==> src/rtl/cordic_pkg.sv <==
// Shared definitions for the iterative CORDIC engine: mode encoding, FSM state
// type, the arctangent table and the gain-compensation constant.
package cordic_pkg;

   // Operating modes carried on the mode input.
   localparam logic MODE_VECT = 1'b0;   // drive Y to 0, accumulate angle in Z
   localparam logic MODE_ROT  = 1'b1;   // drive Z to 0, rotate (X, Y)

   // Sequencer states. COMP is only visited when gain compensation is built.
   typedef enum logic [1:0] {
      IDLE    = 2'd0,
      ITERATE = 2'd1,
      COMP    = 2'd2,
      DONE    = 2'd3
   } state_e;

   // atan(2^-i) scaled by 2^30. Beyond i = 9 the angle equals 2^-i to well
   // under one LSB at this scale, so the tail is a plain power of two.
   function automatic longint atan_ref(input int i);
      case (i)
         0:       return 64'sd843314857;
         1:       return 64'sd497837829;
         2:       return 64'sd263043837;
         3:       return 64'sd133525159;
         4:       return 64'sd67021687;
         5:       return 64'sd33543516;
         6:       return 64'sd16775851;
         7:       return 64'sd8388437;
         8:       return 64'sd4194283;
         9:       return 64'sd2097149;
         default: return (i < 30) ? (64'sd1 <<< (30 - i)) : 64'sd0;
      endcase
   endfunction

   // round(atan(2^-i) * 2^frac); frac must be in 1..29.
   function automatic longint cordic_atan(input int i, input int frac);
      longint t;
      t = atan_ref(i);
      return (t + (64'sd1 <<< (29 - frac))) >>> (30 - frac);
   endfunction

   // round(2^frac / K), K = prod_{i<iter} sqrt(1 + 2^-2i).
   // K^2 is accumulated at 2^30 scale, then K * 2^30 comes from an integer
   // square root of K^2 * 2^60, which keeps everything in 64-bit integers.
   function automatic longint cordic_kinv(input int iter, input int frac);
      longint unsigned p;
      longint unsigned v;
      longint unsigned r;
      longint unsigned b;
      longint unsigned num;
      p = 64'd1 << 30;
      for (int i = 0; i < iter; i++) begin
         p = p + (p >> (2 * i));
      end
      v = p << 30;
      r = 64'd0;
      b = 64'd1 << 62;
      while (b > v) b = b >> 2;
      while (b != 64'd0) begin
         if (v >= r + b) begin
            v = v - (r + b);
            r = (r >> 1) + b;
         end else begin
            r = r >> 1;
         end
         b = b >> 2;
      end
      num = 64'd1 << (frac + 30);
      return longint'((num + (r >> 1)) / r);
   endfunction

endpackage

==> src/rtl/cordic_atan_rom.sv <==
// Combinational arctangent lookup, one entry per micro-rotation index.
module cordic_atan_rom
   import cordic_pkg::*;
#(
   parameter int ITER = 12,
   parameter int FRAC = 11,
   parameter int ZW   = 17,
   parameter int IW   = 4
) (
   input  logic        [IW-1:0] idx_i,
   output logic signed [ZW-1:0] atan_o
);

   logic signed [ZW-1:0] table_w [ITER];

   for (genvar k = 0; k < ITER; k++) begin : g_entry
      assign table_w[k] = ZW'(cordic_atan(k, FRAC));
   end

   // Select the entry for the current index; indices past the table read 0.
   always_comb begin
      // NOTE: default assignment first so every path drives atan_o (no latch).
      atan_o = '0;
      for (int k = 0; k < ITER; k++) begin
         if (idx_i == IW'(k)) atan_o = table_w[k];
      end
   end

endmodule

==> src/rtl/cordic_iter_engine.sv <==
// Iterative multi-mode CORDIC engine: one shift-add stage reused for ITER
// micro-rotations, with start/done handshake and saturated outputs.
// Optional gain compensation is compiled in with `define CORDIC_GAIN_COMP_EN.
module cordic_iter_engine
   import cordic_pkg::*;
#(
   parameter int WIDTH = 16,
   parameter int FRAC  = 11,
   parameter int ITER  = 12
) (
   input  logic                    clk,
   input  logic                    rst,
   input  logic                    start,
   input  logic                    mode,
   input  logic signed [WIDTH-1:0] x_in,
   input  logic signed [WIDTH-1:0] y_in,
   input  logic signed [WIDTH-1:0] z_in,
   output logic                    busy,
   output logic                    done,
   output logic signed [WIDTH-1:0] x_out,
   output logic signed [WIDTH-1:0] y_out,
   output logic signed [WIDTH-1:0] z_out
);

   // X/Y carry two guard bits for gain growth, Z one for angle accumulation.
   localparam int XW = WIDTH + 2;
   localparam int ZW = WIDTH + 1;
   localparam int IW = $clog2(ITER + 1);
   localparam logic [IW-1:0] LAST_I = IW'(ITER - 1);

   localparam logic signed [XW-1:0] SAT_MAX = XW'((64'sd1 <<< (WIDTH - 1)) - 64'sd1);
   localparam logic signed [XW-1:0] SAT_MIN = XW'(-(64'sd1 <<< (WIDTH - 1)));

   state_e                 state_q;
   logic                   mode_q;
   logic signed [XW-1:0]   x_q, y_q;
   logic signed [ZW-1:0]   z_q;
   logic        [IW-1:0]   i_q;
   logic                   busy_q, done_q;
   logic signed [WIDTH-1:0] x_out_q, y_out_q, z_out_q;

   // Next-state values of one micro-rotation.
   logic signed [XW-1:0]   x_d, y_d;
   logic signed [ZW-1:0]   z_d;
   logic signed [XW-1:0]   x_sh, y_sh;
   logic signed [ZW-1:0]   atan_w;
   logic                   sub_dir;

   // Clamp a guard-extended value to the signed WIDTH-bit range.
   function automatic logic signed [WIDTH-1:0] sat_val(input logic signed [XW-1:0] v);
      if (v > SAT_MAX)      return SAT_MAX[WIDTH-1:0];
      else if (v < SAT_MIN) return SAT_MIN[WIDTH-1:0];
      else                  return v[WIDTH-1:0];
   endfunction

   cordic_atan_rom #(
      .ITER (ITER),
      .FRAC (FRAC),
      .ZW   (ZW),
      .IW   (IW)
   ) u_atan_rom (
      .idx_i  (i_q),
      .atan_o (atan_w)
   );

   // One micro-rotation from the current (pre-update) X, Y, Z.
   always_comb begin
      x_sh = x_q >>> i_q;
      y_sh = y_q >>> i_q;
      // sub_dir: X -= Y>>>i, Y += X>>>i, Z -= atan(i); otherwise the opposite.
      case (mode_q)
         MODE_VECT: sub_dir = y_q[XW-1];
         MODE_ROT:  sub_dir = ~z_q[ZW-1];
      endcase
      if (sub_dir) begin
         x_d = x_q - y_sh;
         y_d = y_q + x_sh;
         z_d = z_q - atan_w;
      end else begin
         x_d = x_q + y_sh;
         y_d = y_q - x_sh;
         z_d = z_q + atan_w;
      end
   end

`ifdef CORDIC_GAIN_COMP_EN
   localparam int KW = FRAC + 2;
   localparam int PW = XW + KW;
   localparam logic signed [KW-1:0] KINV = KW'(cordic_kinv(ITER, FRAC));
   localparam logic signed [PW-1:0] HALF = PW'(64'sd1 <<< (FRAC - 1));

   logic signed [PW-1:0] x_prod, y_prod;
   logic signed [XW-1:0] x_comp_d, y_comp_d;

   // Scale X and Y by 1/K, rounding to nearest; saturation happens in DONE.
   always_comb begin
      x_prod   = PW'(x_q) * PW'(KINV);
      y_prod   = PW'(y_q) * PW'(KINV);
      x_comp_d = XW'((x_prod + HALF) >>> FRAC);
      y_comp_d = XW'((y_prod + HALF) >>> FRAC);
   end
`endif

   // Sequencer, datapath registers and registered handshake/outputs.
   always_ff @(posedge clk or negedge rst) begin
      if (!rst) begin
         // NOTE: datapath and output registers are reset as well, so the
         // outputs read 0 after reset and an aborted operation leaves no trace.
         state_q <= IDLE;
         mode_q  <= MODE_VECT;
         x_q     <= '0;
         y_q     <= '0;
         z_q     <= '0;
         i_q     <= '0;
         busy_q  <= 1'b0;
         done_q  <= 1'b0;
         x_out_q <= '0;
         y_out_q <= '0;
         z_out_q <= '0;
      end else begin
         // NOTE: non-blocking assignments so every register updates from
         // pre-edge values, which is what makes X/Y/Z updates simultaneous.
         case (state_q)
            IDLE: begin
               done_q <= 1'b0;
               if (start) begin
                  mode_q  <= mode;
                  x_q     <= XW'(x_in);
                  y_q     <= XW'(y_in);
                  z_q     <= ZW'(z_in);
                  i_q     <= '0;
                  busy_q  <= 1'b1;
                  state_q <= ITERATE;
               end
            end
            ITERATE: begin
               x_q <= x_d;
               y_q <= y_d;
               z_q <= z_d;
               i_q <= i_q + IW'(1);
               if (i_q == LAST_I) begin
`ifdef CORDIC_GAIN_COMP_EN
                  state_q <= COMP;
`else
                  state_q <= DONE;
`endif
               end
            end
`ifdef CORDIC_GAIN_COMP_EN
            COMP: begin
               x_q     <= x_comp_d;
               y_q     <= y_comp_d;
               state_q <= DONE;
            end
`endif
            DONE: begin
               x_out_q <= sat_val(x_q);
               y_out_q <= sat_val(y_q);
               z_out_q <= sat_val(XW'(z_q));
               done_q  <= 1'b1;
               busy_q  <= 1'b0;
               i_q     <= '0;
               state_q <= IDLE;
            end
            default: begin
               state_q <= IDLE;
            end
         endcase
      end
   end

   assign busy  = busy_q;
   assign done  = done_q;
   assign x_out = x_out_q;
   assign y_out = y_out_q;
   assign z_out = z_out_q;

endmodule

==> config.mk <==
export PLATFORM = sky130hd
export DESIGN_NAME = cordic_iter_engine
export DESIGN_NICKNAME = d
export VERILOG_FILES = /design/src/rtl/cordic_pkg.sv /design/src/rtl/cordic_atan_rom.sv /design/src/rtl/cordic_iter_engine.sv
export SDC_FILE = /design/constraint.sdc
export NUM_CORES = 1
export LEC_CHECK = 0
export BUFFER_PORTS_ARGS = -buffer_cell sky130_fd_sc_hd__buf_4
export CAP_MARGIN = 15
export CORE_MARGIN = 2
export CORE_UTILIZATION = 40
export CTS_BUF_LIST = sky130_fd_sc_hd__clkbuf_2 sky130_fd_sc_hd__clkbuf_4 sky130_fd_sc_hd__clkbuf_8
export CTS_CLUSTER_DIAMETER = 200
export CTS_CLUSTER_SIZE = 28
export DETAILED_ROUTE_END_ITERATION = 10
export PLACE_DENSITY_LB_ADDON = 0.08
export SETUP_SLACK_MARGIN = 0.5
export SYNTH_ARGS = -nofsm -noshare
export SYNTH_HDL_FRONTEND = slang
export SYNTH_SLANG_ARGS = --single-unit
==> constraint.sdc <==
create_clock -name clk -period 13.6 [get_ports clk]
set_input_delay 2.04 -clock clk [delete_from_list [all_inputs] [get_ports clk]]
set_output_delay 2.04 -clock clk [all_outputs]
set_load 0.01 [all_outputs]
### Word-level counts from Yosys, hierarchy flattened

Cells that the tools add are included.

| cells by class | value |
|---|---|
| order comparisons | 6 |
| $add $sub $neg | 7 |
| reduce and logical (&&, ||, !) cells | 10 |
| bitwise gates (word level) | 2 |
| multiplexer cells | 36 |
| divide/modulo/power cells | 0 |
| multiply operators | 0 |
| eq/ne operators | 15 |
| shift operators | 2 |

Operators by type and width:

| operator | count |
|---|---|
| 11-bit two-way mux | 12 |
| 16-bit two-way mux | 6 |
| 18-bit two-way mux | 4 |
| 18-bit case mux with 2 select lines | 2 |
| 18-bit adder | 2 |
| 18-bit by 16-bit greater-than comparator with 1-bit output (second input constant) | 2 |
| 18-bit by 16-bit less-than comparator with 1-bit output (second input constant) | 2 |
| 18-bit by 4-bit >>> shifter with 18-bit output | 2 |
| 18-bit subtractor | 2 |
| 17-bit two-way mux | 2 |
| 17-bit case mux with 2 select lines | 1 |
| 17-bit by 12-bit adder with 17-bit output | 1 |
| 17-bit by 16-bit greater-than comparator with 1-bit output (second input constant) | 1 |
| 17-bit by 16-bit less-than comparator with 1-bit output (second input constant) | 1 |
| 17-bit by 12-bit subtractor with 17-bit output | 1 |
| 4-bit by 3-bit equality test with 1-bit output (second input constant) | 4 |
| 4-bit equality test (second input constant) | 4 |
| 4-bit case mux with 3 select lines | 1 |
| 2-bit AND reduction | 5 |
| 4-bit by 2-bit equality test with 1-bit output (second input constant) | 2 |
| 1-bit case mux with 2 select lines | 3 |
| 4-bit by 1-bit adder with 4-bit output (second input constant) | 1 |
| 4-bit by 1-bit equality test with 1-bit output (second input constant) | 1 |
| 4-bit logical NOT | 1 |
| 11 further kinds | 15 |

| storage, ports and cells | value |
|---|---|
| memories kept | 0 |
| bits in writable memories | 0 |
| register bits after elaboration | 110 |
| input port bits | 52 |
| output and inout bits | 50 |
| latch bits | 0 |
| bits in read-only memories | 0 |

### Logic depth before layout (Yosys ltp)

Gate-level depths: netlist of the first run.

| depth | value |
|---|---|
| depth in word-level cells | 16 |
| depth in mapped cells | 23 |

### Modules after synthesis

From an unflattened synthesis of the first run, not the netlist that was laid out.

| second synthesis, totals | value |
|---|---|
| cell total of the unflattened synthesis | 1201 |
| area total of the unflattened synthesis | 10231.1 µm² |

By module, submodules not included:

| module | instances | cells an instance | area each (µm²) | sequential area each (µm²) |
|---|---|---|---|---|
| cordic_iter_engine | 1 | 1172 | 10052.1 | 2752.6 |
| cordic_atan_rom | 1 | 29 | 178.9 | 0.0 |

### Least setup slack after synthesis of the first run

Ideal clock, no wire load.

| timing | value |
|---|---|
| path kind | register -> register |
| from | register i_q[1] |
| to | register z_q[16] |
| data required time | 13475 ps |
| slack | 8942 ps |
| stages on the path, launching flop included | 21 |
| library setup time | 125 ps |
| path buffers | 3 |
| clock period less this slack | 4658 ps |
| arrival | 4533 ps |
| path through | dfrtp_1 > buf_2 > clkinv_1 > buf_1 > ha_1 > clkbuf_1 > nor3_1 > nor2_1 > nor2_1 > a21oi_1 > a311o_1 > ha_1 > o21ai_0 > o21a_1 > or3_1 > a31oi_1 > a41oi_1 > mux2i_1 > a2111oi_0 > or4_1 > nand3_1 |

| on the way | value |
|---|---|
| word-level cells in the longest chain between the ends | 16 |
| elaborated cells on any way between the ends | 28 |

RTL lines:

| what | line | text |
|---|---|---|
| start: declaration | cordic_iter_engine.sv:38 | `logic [IW-1:0] i_q;` |
| start signal: assignment | cordic_iter_engine.sv:140 | `i_q <= i_q + IW'(1);` |
| 4-bit logical NOT | cordic_atan_rom.sv:25 | `if (idx_i == IW'(k)) atan_o = table_w[k];` |
| 11-bit two-way mux (11 in a row) | cordic_atan_rom.sv:25 |  |
| 11-bit two-way mux (*) | cordic_atan_rom.sv:25 |  |
| 17-bit by 12-bit adder with 17-bit output / 17-bit by 12-bit subtractor with 17-bit output (equally long branches) | cordic_iter_engine.sv:82, cordic_iter_engine.sv:78 |  |
| 17-bit two-way mux (*) | cordic_iter_engine.sv:75 | `if (sub_dir) begin` |
| 17-bit case mux with 2 select lines (*) | cordic_iter_engine.sv:123 | `case (state_q)` |
| end signal: assignment | cordic_iter_engine.sv:130 | `z_q <= ZW'(z_in);` |
| end signal: assignment | cordic_iter_engine.sv:139 | `z_q <= z_d;` |
| end: declaration | cordic_iter_engine.sv:37 | `logic signed [ZW-1:0] z_q;` |

Every way passes the cells marked *; elsewhere a longest branch is shown, timed or not.
A chain may end at the register's enable or synchronous reset.

### Worst setup path after layout of the first run

| timing | value |
|---|---|
| from | register i_q[0] |
| to | register x_q[17] |

| on the way | value |
|---|---|
| word-level cells in the longest chain between the ends | 4 |
| elaborated cells on any way between the ends | 5 |

RTL lines:

| what | line | text |
|---|---|---|
| 18-bit by 4-bit >>> shifter with 18-bit output (*) | cordic_iter_engine.sv:69 | `y_sh = y_q >>> i_q;` |
| 18-bit adder / 18-bit subtractor (equally long branches) | cordic_iter_engine.sv:80, cordic_iter_engine.sv:76 |  |
| 18-bit two-way mux (*) | cordic_iter_engine.sv:75 |  |
| 18-bit case mux with 2 select lines (*) | cordic_iter_engine.sv:123 |  |
| end signal: assignment | cordic_iter_engine.sv:128 | `x_q <= XW'(x_in);` |
| end: declaration | cordic_iter_engine.sv:36 | `logic signed [XW-1:0] x_q, y_q;` |

Marked as above.

==> results.cfg, run 1 <==
[finish]
seqCellArea_mm2 = 0.00275
nNetsFinal = 1416
diodes = 0
synthToLayoutAreaGrowth_pct = 10.6
n_fill_cell = 2686
layout-drive-gt1-share = 0.202
multi_input_area_mm2 = 0.00751
fin_util = 0.446

[drt]
dr.pass1.iters = 5
via_count = 9368
routed_via_density = 5.69
wire_per_inst_um = 19.1
drc_errors = 0
drt_iter0_markers = 714
wirelength_mm = 31.5
antenna_left = 0

[yosys]
synthArstFlopShare = 1.00
syn_area_mm2 = 0.0108
synth-simple-area-share = 0.173
yosysUniqueCellTypes = 84
synth_top_family_by_area = multiplexers
synth_edf_count = 0
synth-adder-area-share = 0.0905
synth.yosys.seq_area_share = 0.256
synth_area_leaders = dfrtp_1 26%, ha_1 7.1%, mux4_2 6.9%
ys_warn_count = 0
synth_area_leader_cell = dfrtp_1
synthCells = 1261
synth_top_area_share = 0.256
ys.flop_type = dfrtp_1
yosys.area_share.xor_xnor = 0.0601
postSynthAreaPerCell_um2 = 8.53
synth_mux_area_frac = 0.206
syn_nets = 1377
synth_seq_cells = 110
synth-compound-area-share = 0.168

[sta]
hold_slack_ns = 0.520
min_period_ns = 5.47
setup_viol = 0
finalWorstSetupSlack_ns = 8.13
fin_crit_sh = 0.402
tightestPinTransition_ns = 0.928
max_freq_mhz = 183
finalHoldViolCount = 0
maxSlewViolCount = 0
fin_worst_skew_ns = 0.0160
final.setup.tns_ns = 0
rsz0062_at_grt = false
max-slew-margin-rel = 0.381

[clock_network]
cts_tree = built
clockBufferDepth = 2
postCtsHoldBufs = 0
insertion_delay_ns = 0.42
cts_resized = 0
root_buffer = clkbuf_8
path_clk_slew_ns = 0.12
h-tree-depth = 3
numCtsBuffers = 9
clock_sinks = 110
post_cts.repair.setup_buffers = 0

[worst_setup_path]
critPathLaunchType = register
cp_data_arrival_time_ns = 5.77
crit_family = compound AO/OA/AOI/OAI gates
path_cells = buf_4 -> mux4_2 -> mux2_1 -> o21ai_0 -> ha_1 -> nand3_1 -> or2_1 -> nor2_1 -> nor2_1 -> xor2_1 -> ha_1 -> a21o_1 -> a21oi_1 -> nor2b_1 -> a31oi_1 -> nand4b_1 -> o211ai_1 -> o21ai_0 -> xnor2_1 -> o21ai_1
slowest_delay_ns = 0.76
crit_slowest_cell = dfrtp_2
cp.required_ns = 13.90
end_kind = register
path_buf_inv = 1
worstSetupPathType = reg2reg
worstPathMaxFanout = 37

[floorplanning]
fp.dieArea_mm2 = 0.0282
die_x_um = 168
start_util = 0.404
die_y_um = 168
core_mm2 = 0.0267
rows = 60
io_pins = 102

[worst_hold_path]
hold_path.class = reg2reg

[grt]
grt.total_usage = 0.222
overflow = 0
top_usage_layer = met2
grt_max_degree = 91
antenna_found_initial = 0
met1_usage = 0.293
grt_pass1_vias = 8914
use_met2 = 0.376
grt_pass1_wl_mm = 49.5
grt_use_met3 = 0.0308

[placed_design]
pre_cts_slack_ns = 8.15
dp_hpwl_mm = 22.1
gp_congestion = 0.884
portBuffers = 101

[job]
cap_violations = 0

[outcome]
outcome = completed
## layout by cell type (no fill, tap or decap), types with 4 or more instances in the layout
cell,n
nand2_1,131
and2_1,9
ha_1,59
and3_1,17
nor2_1,162
a21oi_1,124
clkbuf_8,9
o21ai_0,76
a211oi_1,5
nand4_1,5
xnor2_1,38
xor2_1,34
o21bai_1,7
nand3_1,23
a41oi_1,6
o21a_1,6
mux2_2,64
or2_2,7
o211ai_1,4
a21o_1,13
nand2b_1,8
a31oi_1,7
or3_1,9
maj3_1,15
or4_1,4
o22ai_1,6
nor3_1,19
inv_1,25
nor2b_1,8
mux4_2,33
buf_4,119
mux2i_1,52
dfrtp_1,109
mux4_1,5
o31ai_1,7
## final cells by class
type | instances | area share
inverters | 29 | 0.00915
clock inverters | 7 | 0.00620
clock buffers | 9 | 0.0104
repair buffers | 120 | 0.0755
flip-flops and latches | 110 | 0.231
well taps | 341 | 0.0359
multi-input cells | 1030 | 0.631
## kinds of logic after synthesis
group,after synthesis
simple gates,417
compound gates,300
mux,161
buf+inv,121
flops,110
fa+ha+maj,79
xor+xnor,73
## registers in the layout, indices dropped and copies added (netlist names)
register,flops
mode_q,1
state_q,2
x_q,18
busy,1
z_out,16
z_q,17
done,1
y_q,18
x_out,16
y_out,16
i_q,4
## per-layer routing
metal | up-vias | wire length, um
met1 | 4505 | 14200
met3 | 40 | 1320
met4 | 0 | 794
met2 | 212 | 15200
li1 | 4611 | -
met5 | - | 0
## cells in the mapped netlist (all sizes together), types with 8 or more instances
cell	number
nor3	20
mux2i	55
ha	61
a21oi	124
o21ai	80
or3	9
maj3	15
nand3	23
nor2	162
inv	27
clkbuf	57
nand2b	8
dfrtp	110
and2	9
xnor2	39
and3	17
mux4	38
nor2b	8
xor2	34
buf	35
nand2	131
mux2	68
a21o	13
or2	8
a31oi	8
## worst paths after layout
path / start / to / slack (ns) / cells past startpoint
worst min-delay path: x_out[15] / x_out[15] / 0.52 / 1
worst max register to register: i_q[0] / x_q[17] / 8.13 / 20
max in group asynchronous: rst / i_q[0] / 10.60 / 2
min in group asynchronous: rst / x_q[1] / 1.62 / 1
worst max-delay path: i_q[0] / x_q[17] / 8.13 / 20
worst min register to register: x_out[15] / x_out[15] / 0.52 / 1
## metrics by stage
stage                     area (um^2)  instances
after floorplan                 10800       1261
after global placement          11700       1629
after detailed placement        11700       1630
after CTS                       11900       1646
after global routing            11900       1646
final                           11900       1646
Power of run 1 is left out: the tool's default activity adds up to more than one toggle a clock period on the data nets, which glitch-free logic cannot reach.
==> run 2: changes to the inputs <==
- clock period: 13.6 -> 4.5 ns (I/O delays scaled with it)
==> results.cfg, run 2 (same netlist as run 1, synthesis figures left out) <==
[clock_network]
clock_sinks = 110
path_clk_slew_ns = 0.14
cts_tree = built
root_buffer = clkbuf_8
clockBufferDepth = 2
insertion_delay_ns = 0.43
h-tree-depth = 3
numCtsBuffers = 9
postCtsHoldBufs = 0

[worst_setup_path]
path_common_cell = a21o_1
worstPathMaxFanout = 8
worstSetupPathType = reg2reg
path_cells = buf_6 -> mux4_2 -> mux4_2 -> nor2_4 -> nand4b_4 -> nor2_4 -> nand2_4 -> o21ai_2 -> xor2_1 -> ha_1 -> a21o_1 -> a21o_1 -> a21o_1 -> nand2_1 -> nand2_1 -> a41oi_2 -> nor2b_2 -> xor2_1 -> o21ai_1
r2r_end = y_q[14]
crit_slowest_cell = mux4_2
crit_family = multiplexers
reg2reg_slack_ns = 0.21
slowest_delay_ns = 0.56
cp_data_arrival_time_ns = 4.60
critPathLaunchType = register
end_kind = register
reg2reg_from = i_q[0]
reg2reg_depth = 19
path_buf_inv = 1
cp.required_ns = 4.81

[outcome]
outcome = completed

[grt]
antenna_found_initial = 0
grt_pass1_vias = 9765
grt.total_usage = 0.246
grt_max_degree = 49
grt_pass1_wl_mm = 54.3
overflow = 0

[worst_hold_path]
hold_path.class = in2async

[sta]
max_freq_mhz = 233
finalHoldViolCount = 0
min_period_ns = 4.29
tightestPinTransition_ns = 1.06
fin_crit_sh = 0.954
rsz0062_at_grt = true
setup_viol = 0
max-slew-margin-rel = 0.289
maxSlewViolCount = 0
fin_worst_skew_ns = 0.0272

[finish]
final_area_mm2 = 0.0136
fin_util = 0.512
n_fill_cell = 2512
diodes = 0
final_cell_mix = 222 x buf_4, 156 x nor2_1, 126 x nand2_1, 108 x dfrtp_1, 105 x a21oi_1
synthToLayoutAreaGrowth_pct = 26.8
final_common_cell = buf_4
nNetsFinal = 1534
reg_top3 = x_q: 18 flops, y_q: 18 flops, z_q: 17 flops
layout-drive-gt1-share = 0.349
fin_cells = 1764

[floorplanning]
io_pins = 102
start_util = 0.404
core_mm2 = 0.0267
fp.dieArea_mm2 = 0.0282
die_y_um = 168
die_x_um = 168
rows = 60

[drt]
wire_per_inst_um = 19.8
dr.pass1.iters = 5
via_count = 10000
antenna_left = 0
drc_errors = 0
routed_via_density = 5.70
wirelength_mm = 34.9
drt_iter0_markers = 750

[job]
cap_violations = 0

[placed_design]
dp_hpwl_mm = 24.8
gp_congestion = 0.932
portBuffers = 101
dpl.cell_count = 1680
place_area_mm2 = 0.0123
## run 2: routing by layer
metal  GRT usage  part of all wire
met5           0                 0
met4      0.0703             0.026
met3      0.0404             0.041
met2       0.431              0.50
met1       0.312              0.43
## run 2: stage by stage
step | worst slack (ns) | TNS (ns) | hold WS (ns)
finish | 0.206 | 0 | 0.224
global placement | 0.0187 | 0 | 0.492
CTS | 0.221 | 0 | 0.253
global route | -0.0487 | -0.0749 | 0.277
floorplan | 0.387 | 0 | 0.379
detailed placement | -0.0369 | -0.0369 | 0.497
## run 2: final cells by class
| type | count | area (um^2) | share of cell area |
|---|---|---|---|
| Clock buffer | 10 | 138 | 0.0101 |
| Clock inverter | 6 | 63.8 | 0.00468 |
| Inverter | 29 | 121 | 0.00889 |
| Multi-Input combinational cell | 1030 | 8220 | 0.603 |
| Sequential cell | 110 | 2760 | 0.202 |
| Tap cell | 341 | 427 | 0.0313 |
| Timing Repair Buffer | 238 | 1920 | 0.140 |
## run 2: repair_timing
| action | CTS | global route |
|---|---|---|
| buffers inserted | 38 | 28 |
| gates resized for setup | 93 | 62 |
| setup endpoints to repair | 25 | 29 |
| cloned | 2 | 0 |
| pin swaps | 61 | 49 |
## run 2: worst max-delay path by stage
stage / start / end / slack (ns) / depth (start not counted)
after floorplan: i_q[0] / x_q[17] / 0.39 / 20
after global placement: i_q[0] / x_q[11] / 0.02 / 16
after detailed placement: i_q[0] / x_q[11] / -0.04 / 16
after CTS: i_q[0] / y_q[15] / 0.22 / 19
after global routing: i_q[0] / x_q[17] / -0.05 / 22
final: i_q[0] / y_q[14] / 0.21 / 19
Power of run 2 is left out for the same reason.
